[src/rtl/sphere_arb_pkg.sv]
// Shared types and default constants for the sphere RAM read arbiter.
package sphere_arb_pkg;

  localparam int unsigned NReq       = 4;
  localparam int unsigned RdLat      = 2;
  localparam int unsigned MemDepth   = 2000;
  localparam int unsigned AddrW      = 32;
  localparam int unsigned CacheWidth = 512;
  localparam int unsigned IdxW       = (NReq > 1) ? $clog2(NReq) : 1;

  typedef enum logic [0:0] {
    StWaitLoad,
    StArb
  } arb_state_e;

  typedef struct packed {
    logic            valid;
    logic [IdxW-1:0] idx;
    logic            err;
  } rd_tag_t;

endpackage

[src/rtl/sphere_mem_rd_arbiter_rr_arb_core.sv]
// One-hot request picker: round robin after ptr_i, or fixed lowest-index priority
// when ARB_FIXED_PRIO_EN is defined (the pointer input then disappears).
module rr_arb_core
  import sphere_arb_pkg::*;
#(
  parameter int unsigned N_REQ = NReq
) (
  input  logic [N_REQ-1:0] req_i,
`ifndef ARB_FIXED_PRIO_EN
  input  logic [IdxW-1:0]  ptr_i,
`endif
  output logic [N_REQ-1:0] gnt_o,
  output logic [IdxW-1:0]  idx_o
);

  logic found;

`ifdef ARB_FIXED_PRIO_EN
  always_comb begin
    gnt_o = '0;
    idx_o = '0;
    found = 1'b0;
    for (int unsigned i = 0; i < N_REQ; i++) begin
      if (!found && req_i[i]) begin
        found    = 1'b1;
        gnt_o[i] = 1'b1;
        idx_o    = IdxW'(i);
      end
    end
  end
`else
  // Two passes: indices above the pointer first, then wrap to those at or below it.
  always_comb begin
    gnt_o = '0;
    idx_o = '0;
    found = 1'b0;
    for (int unsigned i = 0; i < N_REQ; i++) begin
      if (!found && req_i[i] && (i > 32'(ptr_i))) begin
        found    = 1'b1;
        gnt_o[i] = 1'b1;
        idx_o    = IdxW'(i);
      end
    end
    for (int unsigned i = 0; i < N_REQ; i++) begin
      if (!found && req_i[i] && (i <= 32'(ptr_i))) begin
        found    = 1'b1;
        gnt_o[i] = 1'b1;
        idx_o    = IdxW'(i);
      end
    end
  end
`endif

endmodule

[src/rtl/sphere_mem_rd_arbiter.sv]
// Shares the sphere RAM read port among N_REQ engines and returns tagged words after RD_LAT.
// Define ARB_FIXED_PRIO_EN for fixed lowest-index priority instead of round robin.
module sphere_mem_rd_arbiter
  import sphere_arb_pkg::*;
#(
  // N_REQ must match the package NReq, which sizes the tag index field.
  parameter int unsigned N_REQ       = NReq,
  parameter int unsigned ADDR_W      = AddrW,
  parameter int unsigned CACHE_WIDTH = CacheWidth,
  parameter int unsigned MEM_DEPTH   = MemDepth,
  parameter int unsigned RD_LAT      = RdLat
) (
  input  logic                    clk_i,
  input  logic                    reset_ni,
  input  logic                    mem_ready_i,
  input  logic [N_REQ-1:0]        req_i,
  input  logic [N_REQ*ADDR_W-1:0] req_addr_i,
  output logic [N_REQ-1:0]        gnt_o,
  output logic [ADDR_W-1:0]       ram_rd_addr_o,
  input  logic [CACHE_WIDTH-1:0]  ram_rd_data_i,
  output logic [N_REQ-1:0]        rsp_valid_o,
  output logic                    rsp_err_o,
  output logic [CACHE_WIDTH-1:0]  rsp_data_o,
  output logic                    busy_o
);

  arb_state_e        state_q, state_d;
  logic              arb_en;
  logic              grant;
  logic [N_REQ-1:0]  core_gnt;
  logic [IdxW-1:0]   core_idx;
  logic [ADDR_W-1:0] gnt_addr;
  logic [ADDR_W-1:0] ram_rd_addr_q;
  rd_tag_t           tag_in;
  rd_tag_t           tag_out;
  rd_tag_t           tag_q [RD_LAT+1];

`ifndef ARB_FIXED_PRIO_EN
  logic [IdxW-1:0] ptr_q;
`endif

  rr_arb_core #(
    .N_REQ (N_REQ)
  ) u_core (
    .req_i (req_i),
`ifndef ARB_FIXED_PRIO_EN
    .ptr_i (ptr_q),
`endif
    .gnt_o (core_gnt),
    .idx_o (core_idx)
  );

  // mem_ready gates grants combinationally: the first grant lands in the cycle it rises,
  // and none issues in the cycle it falls, whatever the registered state says.
  always_comb begin
    state_d = state_q;
    arb_en  = 1'b0;
    unique case (state_q)
      StWaitLoad: begin
        arb_en = mem_ready_i;
        if (mem_ready_i) state_d = StArb;
      end
      StArb: begin
        arb_en = mem_ready_i;
        if (!mem_ready_i) state_d = StWaitLoad;
      end
      default: state_d = StWaitLoad;
    endcase
  end

  assign gnt_o = arb_en ? core_gnt : '0;
  assign grant = arb_en & (|req_i);

  always_comb begin
    gnt_addr = '0;
    for (int unsigned i = 0; i < N_REQ; i++) begin
      if (core_gnt[i]) gnt_addr = req_addr_i[i*ADDR_W +: ADDR_W];
    end
  end

  always_comb begin
    tag_in.valid = grant;
    tag_in.idx   = core_idx;
    tag_in.err   = grant & (gnt_addr >= ADDR_W'(MEM_DEPTH));
  end

  always_ff @(posedge clk_i) begin
    if (!reset_ni) begin
      state_q       <= StWaitLoad;
      ram_rd_addr_q <= '0;
      for (int unsigned i = 0; i <= RD_LAT; i++) tag_q[i] <= '0;
    end else begin
      state_q <= state_d;
      if (grant) ram_rd_addr_q <= gnt_addr;
      tag_q[0] <= tag_in;
      for (int unsigned i = 1; i <= RD_LAT; i++) tag_q[i] <= tag_q[i-1];
    end
  end

`ifndef ARB_FIXED_PRIO_EN
  always_ff @(posedge clk_i) begin
    if (!reset_ni) begin
      ptr_q <= IdxW'(N_REQ - 1);
    end else if (grant) begin
      ptr_q <= core_idx;
    end
  end
`endif

  // The last tag stage lines up with RAM q for the read it describes.
  assign tag_out       = tag_q[RD_LAT];
  assign ram_rd_addr_o = ram_rd_addr_q;
  assign rsp_valid_o   = tag_out.valid ? (N_REQ'(1) << tag_out.idx) : '0;
  assign rsp_err_o     = tag_out.valid & tag_out.err;
  assign rsp_data_o    = (tag_out.valid && !tag_out.err) ? ram_rd_data_i : '0;

  always_comb begin
    busy_o = 1'b0;
    for (int unsigned i = 0; i <= RD_LAT; i++) busy_o = busy_o | tag_q[i].valid;
  end

endmodule

[config.mk]
export PLATFORM = sky130hd
export DESIGN_NAME = sphere_mem_rd_arbiter
export DESIGN_NICKNAME = d
export VERILOG_FILES = /design/src/rtl/sphere_arb_pkg.sv /design/src/rtl/sphere_mem_rd_arbiter_rr_arb_core.sv /design/src/rtl/sphere_mem_rd_arbiter.sv
export SDC_FILE = /design/constraint.sdc
export NUM_CORES = 1
export LEC_CHECK = 0
export ABC_AREA = 1
export BUFFER_PORTS_ARGS = -buffer_cell sky130_fd_sc_hd__buf_4
export CORE_AREA = 2 2 467 469
export CTS_BUF_LIST = sky130_fd_sc_hd__clkbuf_4 sky130_fd_sc_hd__clkbuf_8
export DETAILED_ROUTE_END_ITERATION = 7
export DIE_AREA = 0 0 469 471
export SYNTH_ARGS = -nofsm -noshare
export SYNTH_HDL_FRONTEND = slang
export SYNTH_SLANG_ARGS = --single-unit
[constraint.sdc]
create_clock -name clk_i -period 2.6 [get_ports clk_i]
set_clock_uncertainty 0.15 [all_clocks]
set_input_delay 0.78 -clock clk_i [delete_from_list [all_inputs] [get_ports clk_i]]
set_output_delay 0.78 -clock clk_i [all_outputs]
set_load 0.02 [all_outputs]
After elaboration in Yosys (flattened, before gate mapping)
Memories as Yosys holds them, arrays and structs flattened.
Cells that the tools add are included.

storage, ports and cells
  register bits = 34
  RAM bits = 12
  input port bits = 647
  output and inout bits = 554
  word-level logic and storage cells = 71
  memories = 1

memories
  memory  words  bits a word  read ports  clocked after Yosys merged registers in  write ports  RTL line                     RTL
  tag_q   3      4            3           0                                        3            sphere_mem_rd_arbiter.sv:36  rd_tag_t tag_q [RD_LAT+1];

operators by class
  $lt $le $gt $ge = 7
  shift operators = 1
  mux-type cells = 31
  bitwise gates (word level) = 8
  reductions and logical operators = 21

operators with widths
  kind                  number
  $mux 512              1
  $mux 32               4
  $ge 32x11->1 const B  1
  $mux 4                5
  $mux 1                15
  $logic_and 1x1->1     13
  $mux 2                6
  $logic_not 1->1       7
  $or 1x1->1            5
  $gt 2x2->1 const A    2
  $le 2x2->1 const A    2
  $reduce_or 4->1       1
  $shl 1x2->4 const A   1
  $and 1x1->1           3
  $gt 1x2->1 const A    1
  $le 1x2->1 const A    1

Logic depth before layout (Yosys ltp)
Gate-level depths: netlist of the first run.

  depth in word-level cells = 30
  depth in mapped cells = 15
  depth with buffers taken out = 14

Hierarchy
From an unflattened synthesis of the first run, not the netlist that was laid out.

second synthesis, totals
  cells, all modules = 1,621
  area total of the unflattened synthesis = 7,199.4 µm²

by module, submodules not included
  module                 times used  cells each  area each (µm²)  seq. area each (µm²)
  sphere_mem_rd_arbiter  1           1,589       7,041.8          920.9
  rr_arb_core            1           32          157.7            0.0

Worst setup path before layout of the first run
Ideal clock, no wire load.

  path kind = input -> output
  from = input port req_i[2]
  to = output port gnt_o[3]
  arrival = 1.824 ns
  data required time = 1.670 ns
  setup slack = -0.154 ns
  stages = 8
  path buffers = 1
  cell sequence = nand2_1 nand3_2 nor2_2 nand4_2 nand2_2 inv_2 buf_2 nor2_1

on the way
  word-level cells in the longest chain between the ends = 23
  elaborated cells between the ends (all ways) = 24
  classes of those cells = mux: 8; reduce/logical: 16

RTL lines
  element                          RTL line                                 RTL
  start: declaration               sphere_mem_rd_arbiter.sv:16              input logic [N_REQ-1:0] req_i,
  $logic_and 1x1->1 (2 in series)  sphere_mem_rd_arbiter_rr_arb_core.sv:38  if (!found && req_i[i] && (i > 32'(ptr_i))) begin
  $mux 1                           sphere_mem_rd_arbiter_rr_arb_core.sv:38
  $logic_not 1->1                  sphere_mem_rd_arbiter_rr_arb_core.sv:38
  $logic_and 1x1->1 (2 in series)  sphere_mem_rd_arbiter_rr_arb_core.sv:38
  $mux 1                           sphere_mem_rd_arbiter_rr_arb_core.sv:38
  $logic_not 1->1                  sphere_mem_rd_arbiter_rr_arb_core.sv:45  if (!found && req_i[i] && (i <= 32'(ptr_i))) begin
  $logic_and 1x1->1                sphere_mem_rd_arbiter_rr_arb_core.sv:45
  $mux 1                           sphere_mem_rd_arbiter_rr_arb_core.sv:45
  [... 3 more ...]                 -
  $mux 1                           sphere_mem_rd_arbiter_rr_arb_core.sv:45
  $logic_not 1->1                  sphere_mem_rd_arbiter_rr_arb_core.sv:45
  $logic_and 1x1->1 (2 in series)  sphere_mem_rd_arbiter_rr_arb_core.sv:45
  $mux 1                           sphere_mem_rd_arbiter_rr_arb_core.sv:45
  $logic_not 1->1                  sphere_mem_rd_arbiter_rr_arb_core.sv:45
  $logic_and 1x1->1 (2 in series)  sphere_mem_rd_arbiter_rr_arb_core.sv:45
  $mux 1 *                         sphere_mem_rd_arbiter_rr_arb_core.sv:45
  $mux 4 *                         sphere_mem_rd_arbiter.sv:71              assign gnt_o = arb_en ? core_gnt : '0;
  end: declaration                 sphere_mem_rd_arbiter.sv:18              output logic [N_REQ-1:0] gnt_o,

Mark *: on every way between the ends. The rest lies on a longest branch, timed or not.

==> results of run 1 <==
==> worst max-delay path: cells and delay by family, from the launching register on <==
kind                   cells  cell delay [ns]
AND/OR/NAND/NOR            2             0.38
buffers and inverters      5             0.77
flip-flops                 1             0.34
==> power breakdown <==
group	internal (mW)	total, mW	switching (mW)
clock network	0.190	0.468	0.278
logic	1.33	2.97	1.64
registers	0.765	0.812	0.0462
==> repair_timing <==
action                                  4_1_cts  5_1_grt
buffers inserted                             14        3
endpoints found under the setup margin      422      517
pin swaps                                     7        1
gates cloned                                 12       22
gates resized for setup                     406      438
==> logic make-up (layout without fill, tap and decap cells) <==
family          count (synthesis)  in the layout  share of synthesized area [%]
other cells                     0             17                              0
simple gates                  773            773                           44.5
flops                          46             46                           13.6
compound gates                 64             64                           5.64
buf+inv                       644           1887                           36.2
==> metal layers <==
metal / routed length, um / track usage (%)
met5: 409 / 0
met4: 3690 / 1.67
met3: 41700 / 16.0
met2: 103000 / 32.3
met1: 66700 / 16.3
==> stage by stage <==
step	hold slack, ns	util (%)	worst slack (ns)
after global routing	0.298	11.0	-0.274
after global placement	0.242	9.13	-0.243
after detailed placement	0.251	9.13	-0.244
after CTS	0.274	10.1	-0.221
final	0.270	11.0	-0.204
after floorplan	0.240	-	-0.0146
==> cells in the final DEF (no fill, tap or decap), types with 3 or more instances in the layout <==
master and count:
dfxtp_1 44, inv_2 3, clkbuf_8 5, a22oi_1 8, nor2_4 111, nor2_2 192
nor3_1 4, clkbuf_16 13, buf_12 32, nand2_2 3, buf_16 20, o21ai_0 30
inv_1 559, diode_2 17, buf_4 955, buf_6 250, nand2_4 3, nor2_1 254
a31oi_1 6, a21boi_0 3, nand2_1 144, a21oi_1 9, buf_8 47, nand3_1 54
==> Yosys cell counts, types with 2 or more instances <==
library cell / n
o21ai_0: 30
nand2_2: 2
nor3_1: 4
nand3_1: 55
a21oi_1: 10
buf_4: 2
nand2_1: 148
nor2_1: 555
inv_1: 561
a22oi_1: 8
buf_2: 7
o211ai_1: 2
clkbuf_1: 71
a31oi_1: 6
nor2_2: 2
buf_6: 2
nand4_1: 2
dfxtp_1: 46
a21boi_0: 3
==> path summary, 6_finish.rpt <==
check / start / to / slack [ns] / cells past startpoint
hold / removal: tag_q[0][2]$_SDFF_PN0_ / tag_q[0][6]$_SDFF_PN0_ / 0.27 / 2
hold reg to reg: tag_q[0][2]$_SDFF_PN0_ / tag_q[0][6]$_SDFF_PN0_ / 0.27 / 2
setup reg to reg: ptr_q[0]$_SDFFE_PN1P_ / tag_q[0][0]$_SDFF_PN0_ / 0.17 / 13
setup / recovery: tag_q[0][11]$_SDFF_PN0_ / rsp_data_o[3] / -0.20 / 7
==> state kept, by name, indices dropped and copies added (netlist names) <==
| register | cells |
|---|---|
| ptr_q | 2 |
| ram_rd_addr_o | 32 |
| tag_q | 12 |
==> final cells by class <==
cell class                 instances  share of cell area [%]
timing repair buffer            1317                    51.5
tap                             2854                    15.1
sequential                        46                    3.90
clock buffer                       5                   0.290
antenna                           17                   0.179
multi-input combinational        837                    20.1
clock inverter                     3                  0.0792
inverter                         562                    8.90
==> results.yml, run 1 <==
run_status:
  status: "finished, violations left"
  violations: "negative setup slack"
clocking:
  cts_root_buf: "clkbuf_8"
  hold_buffers: 0
  htree_levels: 2
  cts_tree: "done"
  path_clk_slew_ns: 0.09
  cts_sinks: 46
  clkLatencyLatePin_ns: 0.32
  clockBufferDepth: 2
  numCtsBuffers: 5
sta:
  finalHoldViolCount: 0
  setup_slack_ns: -0.204
  fin_crit_ns: 2.80
  tightest_slew_ns: 0.486
  fmax_ghz: 0.357
  tns_ns: -45.12
  min_period_over_period_pct: 108
  slew_viol_final: 0
  relSlewSlack_pct: 67.6
  finalSetupViolCount: 494
  rsz0062_at_grt: "yes"
worst_hold_path:
  min_path_type: "reg -> reg"
yosys:
  synth_largest_area_cell: "inv_1"
  syn-num-nets: 2174
  synth_area_leaders: "inv_1 (31%), nor2_1 (31%), dfxtp_1 (14%)"
  syn_avg_cell_area_sq_um: 4.43
  synth_edf_count: 0
  syn_inst: 1527
  netlist.area_leader.share_pct: 31.1
  netlist_area_sq_um: 6760
  ys_async_sr_fraction_pct: 0
  synth-main-ff-cell: "dfxtp_1"
  yosysUniqueCellTypes: 30
  yosysWarnings: 0
  synth-seq-cells: 46
  ys_seq_area_share_pct: 13.6
floorplanning:
  die_area_sq_um: 221000
  core_area_sq_um: 216000
  die_w_um: 469
  io_pins: 1201
  start_util_pct: 3.13
  die_h_um: 471
  rows: 171
setup_path:
  required_ns: 1.67
  endpoint_kind: "output port"
  cp.arrival_ns: 1.87
  start_kind: "flip-flop"
  crit_slowest_cell: "dfxtp_2"
  crit_chain: "inv_2 > or2_4 > buf_12 > buf_16 > clkbuf_16 > nor2_1 > buf_4"
  max_stage_delay_ns: 0.34
  critPathKind: "reg -> out"
  crit_fanout: 36
global_route:
  grt_max_degree: 51
  grt_pass1_vias: 14478
  antenna_found_initial: 222
  grt_pass1_wl_um: 240000
  overflow: 0
  grt_use_total_pct: 18.4
cells_and_area:
  nets: 3416
  stdcell_count: 5641
  drive_gt1_share_pct: 59.4
  stdcell_area_sq_um: 23700
  multi_input_area_sq_um: 4760
  area_growth_pct: 250
  seq_area_sq_um: 923
  n_fill_cell: 25452
power:
  powerDensity_nw_per_um2: 179
  ir_drop_v: 0.000210
  p_leak_nw: 12.6
  total_power_mw: 4.25
job:
  maxCapViolCount: 0
placement:
  dp_hpwl_um: 201000
  place_area_sq_um: 19700
  numPortBuffers: 1200
  dp_cells: 5567
  place.gp.congestion: 0.864
route:
  initialDrtViolationCount: 661
  wl_per_cell_um: 38.2
  via_count: 15033
  drc_errors: 0
  wirelength_um: 216000
  drtAntennaViolNets: 0
  drt_pass1_iterations: 5
  avgViaCountPerCell: 2.66
No activity file was read; power rests on OpenSTA's default activity.
==> inputs of run 2 (changes only) <==
--- a/config.mk
+++ b/config.mk
@@ -11,6 +11,7 @@
 export CTS_BUF_LIST = sky130_fd_sc_hd__clkbuf_4 sky130_fd_sc_hd__clkbuf_8
 export DETAILED_ROUTE_END_ITERATION = 7
 export DIE_AREA = 0 0 469 471
+export GPL_TIMING_DRIVEN = 0
 export SYNTH_ARGS = -nofsm -noshare
 export SYNTH_HDL_FRONTEND = slang
 export SYNTH_SLANG_ARGS = --single-unit
==> run 2 against run 1 <==
Against the previous run: clock-buffer cell count grew 1; combinational power grew 6%; critical endpoint is now rsp_data_o[183]; the run still ends with negative setup slack left; sequential share of layout area shrank 0.12 points; non-clock buffer count shrank 3; wire length shrank 2.6%; largest cell class unchanged; die area is the same; flip-flop and latch count is the same.
==> results.yml, run 2 (same netlist as run 1, synthesis figures left out) <==
route:
  initialDrtViolationCount: 813
  avgViaCountPerCell: 2.67
  drt_pass1_iterations: 4
  drtAntennaViolNets: 0
  via_count: 15067
  drc_errors: 0
  wirelength_um: 210000
  wl_per_cell_um: 37.2
placement:
  dp_cells: 5580
  dp_hpwl_um: 199000
  numPortBuffers: 1199
  place.gp.congestion: 1.04
  place_area_sq_um: 19300
global_route:
  use_met1_pct: 16.7
  overflow: 0
  antenna_found_initial: 142
  top_usage_layer: "met2"
  grt_util_met2_pct: 31.4
  grt_pass1_vias: 14542
  grt_use_total_pct: 18.2
  grt_pass1_wl_um: 239000
  grt_max_degree: 15
  grtUsageMet3_pct: 14.5
power:
  powerDensity_nw_per_um2: 184
  clkPwrFrac_pct: 12.5
  power.net_switching_mw: 2.15
  sequentialPowerShare_pct: 17.7
  p_sw_share_pct: 47.5
  p_int_mw: 2.37
  ir_drop_v: 0.000222
  p_leak_nw: 12.6
  p_comb_share_pct: 69.8
sta:
  fmax_ghz: 0.342
  relSlewSlack_pct: 41.1
  finalHoldViolCount: 0
  slew_viol_final: 0
  finalSetupViolCount: 535
  rsz0062_at_grt: "yes"
  fin_crit_ns: 2.93
  min_period_over_period_pct: 113
  tightest_slew_ns: 0.874
  setup_slack_ns: -0.326
job:
  maxCapViolCount: 0
floorplanning:
  start_util_pct: 3.13
  die_area_sq_um: 221000
  die_h_um: 471
  rows: 171
  core_area_sq_um: 216000
  io_pins: 1201
  die_w_um: 469
clocking:
  clkLatencyLatePin_ns: 0.31
  cts_root_buf: "clkbuf_8"
  hold_buffers: 0
  cts_tree: "done"
  clockBufferDepth: 2
  numCtsBuffers: 5
  path_clk_slew_ns: 0.09
  htree_levels: 2
  cts_sinks: 46
setup_path:
  critical_path_buf_inv_count: 6
  crit_fanout: 7
  required_ns: 1.67
  cp.arrival_ns: 2.00
  crit_chain: "clkinvlp_4 > or2_4 > buf_12 > clkbuf_16 > buf_12 > clkbuf_16 > nor2_4 > buf_6"
  crit_family: "buffers and inverters"
  max_stage_delay_ns: 0.36
  r2r-end: "tag_q[0][0]$_SDFF_PN0_"
  start_kind: "flip-flop"
  critPathKind: "reg -> out"
  rrSetupSlack_ns: 0.02
  crit_slowest_cell: "dfxtp_2"
  endpoint_kind: "output port"
  worst_r2r_path_depth: 16
  r2r-start: "ptr_q[1]$_SDFFE_PN1P_"
cells_and_area:
  stdcell_count: 5646
  largest_register_ffs: 32
  drive_gt1_share_pct: 61.1
  stdcell_area_sq_um: 24600
  mostFrequentLayoutCell: "buf_4"
  area_growth_pct: 263
  final_cell_mix: "buf_4 (891), inv_1 (558), buf_6 (245)"
  nets: 3414
run_status:
  status: "finished, violations left"
  violations: "negative setup slack"
worst_hold_path:
  hold_end: "tag_q[0][8]$_SDFF_PN0_"
  min_path_type: "reg -> reg"
  hold_start: "tag_q[0][4]$_SDFF_PN0_"
  min_path_cells: 2
-- run 2: changes by cell type in the layout (fill, tap and decap cells not counted), moves of 20 or more --
| cell | delta |
|---|---|
| buf_12 | +20 |
| buf_16 | -20 |
| nor2_4 | +89 |
| buf_4 | -64 |
| nor2_1 | -55 |
| buf_8 | +20 |
| nor2_2 | -34 |
-- run 2: worst reg2reg max path, stage by stage (launching register included) --
cell	delay, ns
dfxtp_2	0.38
nand2_2	0.13
nand2_8	0.11
nand3_4	0.10
nor2_4	0.15
buf_4	0.17
buf_2	0.24
nand2_1	0.07
nand2_1	0.09
o21ai_0	0.10
nand3_1	0.25
nand2_1	0.19
inv_1	0.08
nand2_1	0.05
nor2_1	0.12
nor2_1	0.05
a21oi_1	0.11
-- run 2: power groups by stage --
| stage | registers [mW] | clock network (mW) | logic, mW |
|---|---|---|---|
| final | 0.802 | 0.566 | 3.16 |
| after detailed placement | 0.814 | 0 | 2.71 |
| after global placement | 0.811 | 0 | 2.71 |
| after CTS | 0.800 | 0.570 | 3.05 |
| after floorplan | 0.865 | 0 | 0.752 |
| after global routing | 0.810 | 0.593 | 3.34 |
-- run 2: metal layers --
layer | up-vias | part of all wire (%)
met3 | 331 | 18
met1 | 6793 | 32
met5 | - | 0.32
met2 | 1214 | 47
li1 | 6629 | -
met4 | 100 | 2.6
-- run 2: repair_timing --
item | CTS | global route
resized for setup | 928 | 354
setup endpoints to repair | 538 | 544
cloned | 12 | 5
buffers inserted | 11 | 8
pin swaps | 17 | 25
-- run 2: worst max-delay path by stage --
stage                                  startpoint              end  slack (ns)  depth (start not counted)
final                     tag_q[0][11]$_SDFF_PN0_  rsp_data_o[183]       -0.33                          8
after global routing      tag_q[0][11]$_SDFF_PN0_  rsp_data_o[172]       -0.37                          7
after CTS                 tag_q[0][11]$_SDFF_PN0_  rsp_data_o[164]       -0.37                          7
after detailed placement  tag_q[0][11]$_SDFF_PN0_  rsp_data_o[421]       -1.73                          7
after global placement    tag_q[0][11]$_SDFF_PN0_  rsp_data_o[421]       -2.38                          7
after floorplan                          req_i[2]         gnt_o[3]       -0.01                          8
-- run 2: through the flow --
stage | hold slack [ns] | util (%) | power (mW) | setup WS [ns] | setup TNS (ns)
after floorplan | 0.240 | - | 1.62 | -0.0146 | -0.0146
after global placement | 0.253 | 8.95 | 3.52 | -2.38 | -965.54
after detailed placement | 0.252 | 8.95 | 3.52 | -1.73 | -630.17
after CTS | 0.267 | 10.7 | 4.42 | -0.374 | -152.53
after global routing | 0.299 | 11.4 | 4.74 | -0.371 | -142.21
final | 0.264 | 11.4 | 4.52 | -0.326 | -110.22
-- run 2: layout make-up --
type / instances / area [sq um]
Timing Repair Buffer: 1234 / 11300
Multi-Input combinational cell: 838 / 5390
Antenna cell: 24 / 60.1
Clock buffer: 6 / 76.3
Clock inverter: 2 / 37.5
Sequential cell: 46 / 928
Tap cell: 2854 / 3570
Buffer: 80 / 1120
Inverter: 562 / 2120
Fill cell: 25300 / 192000
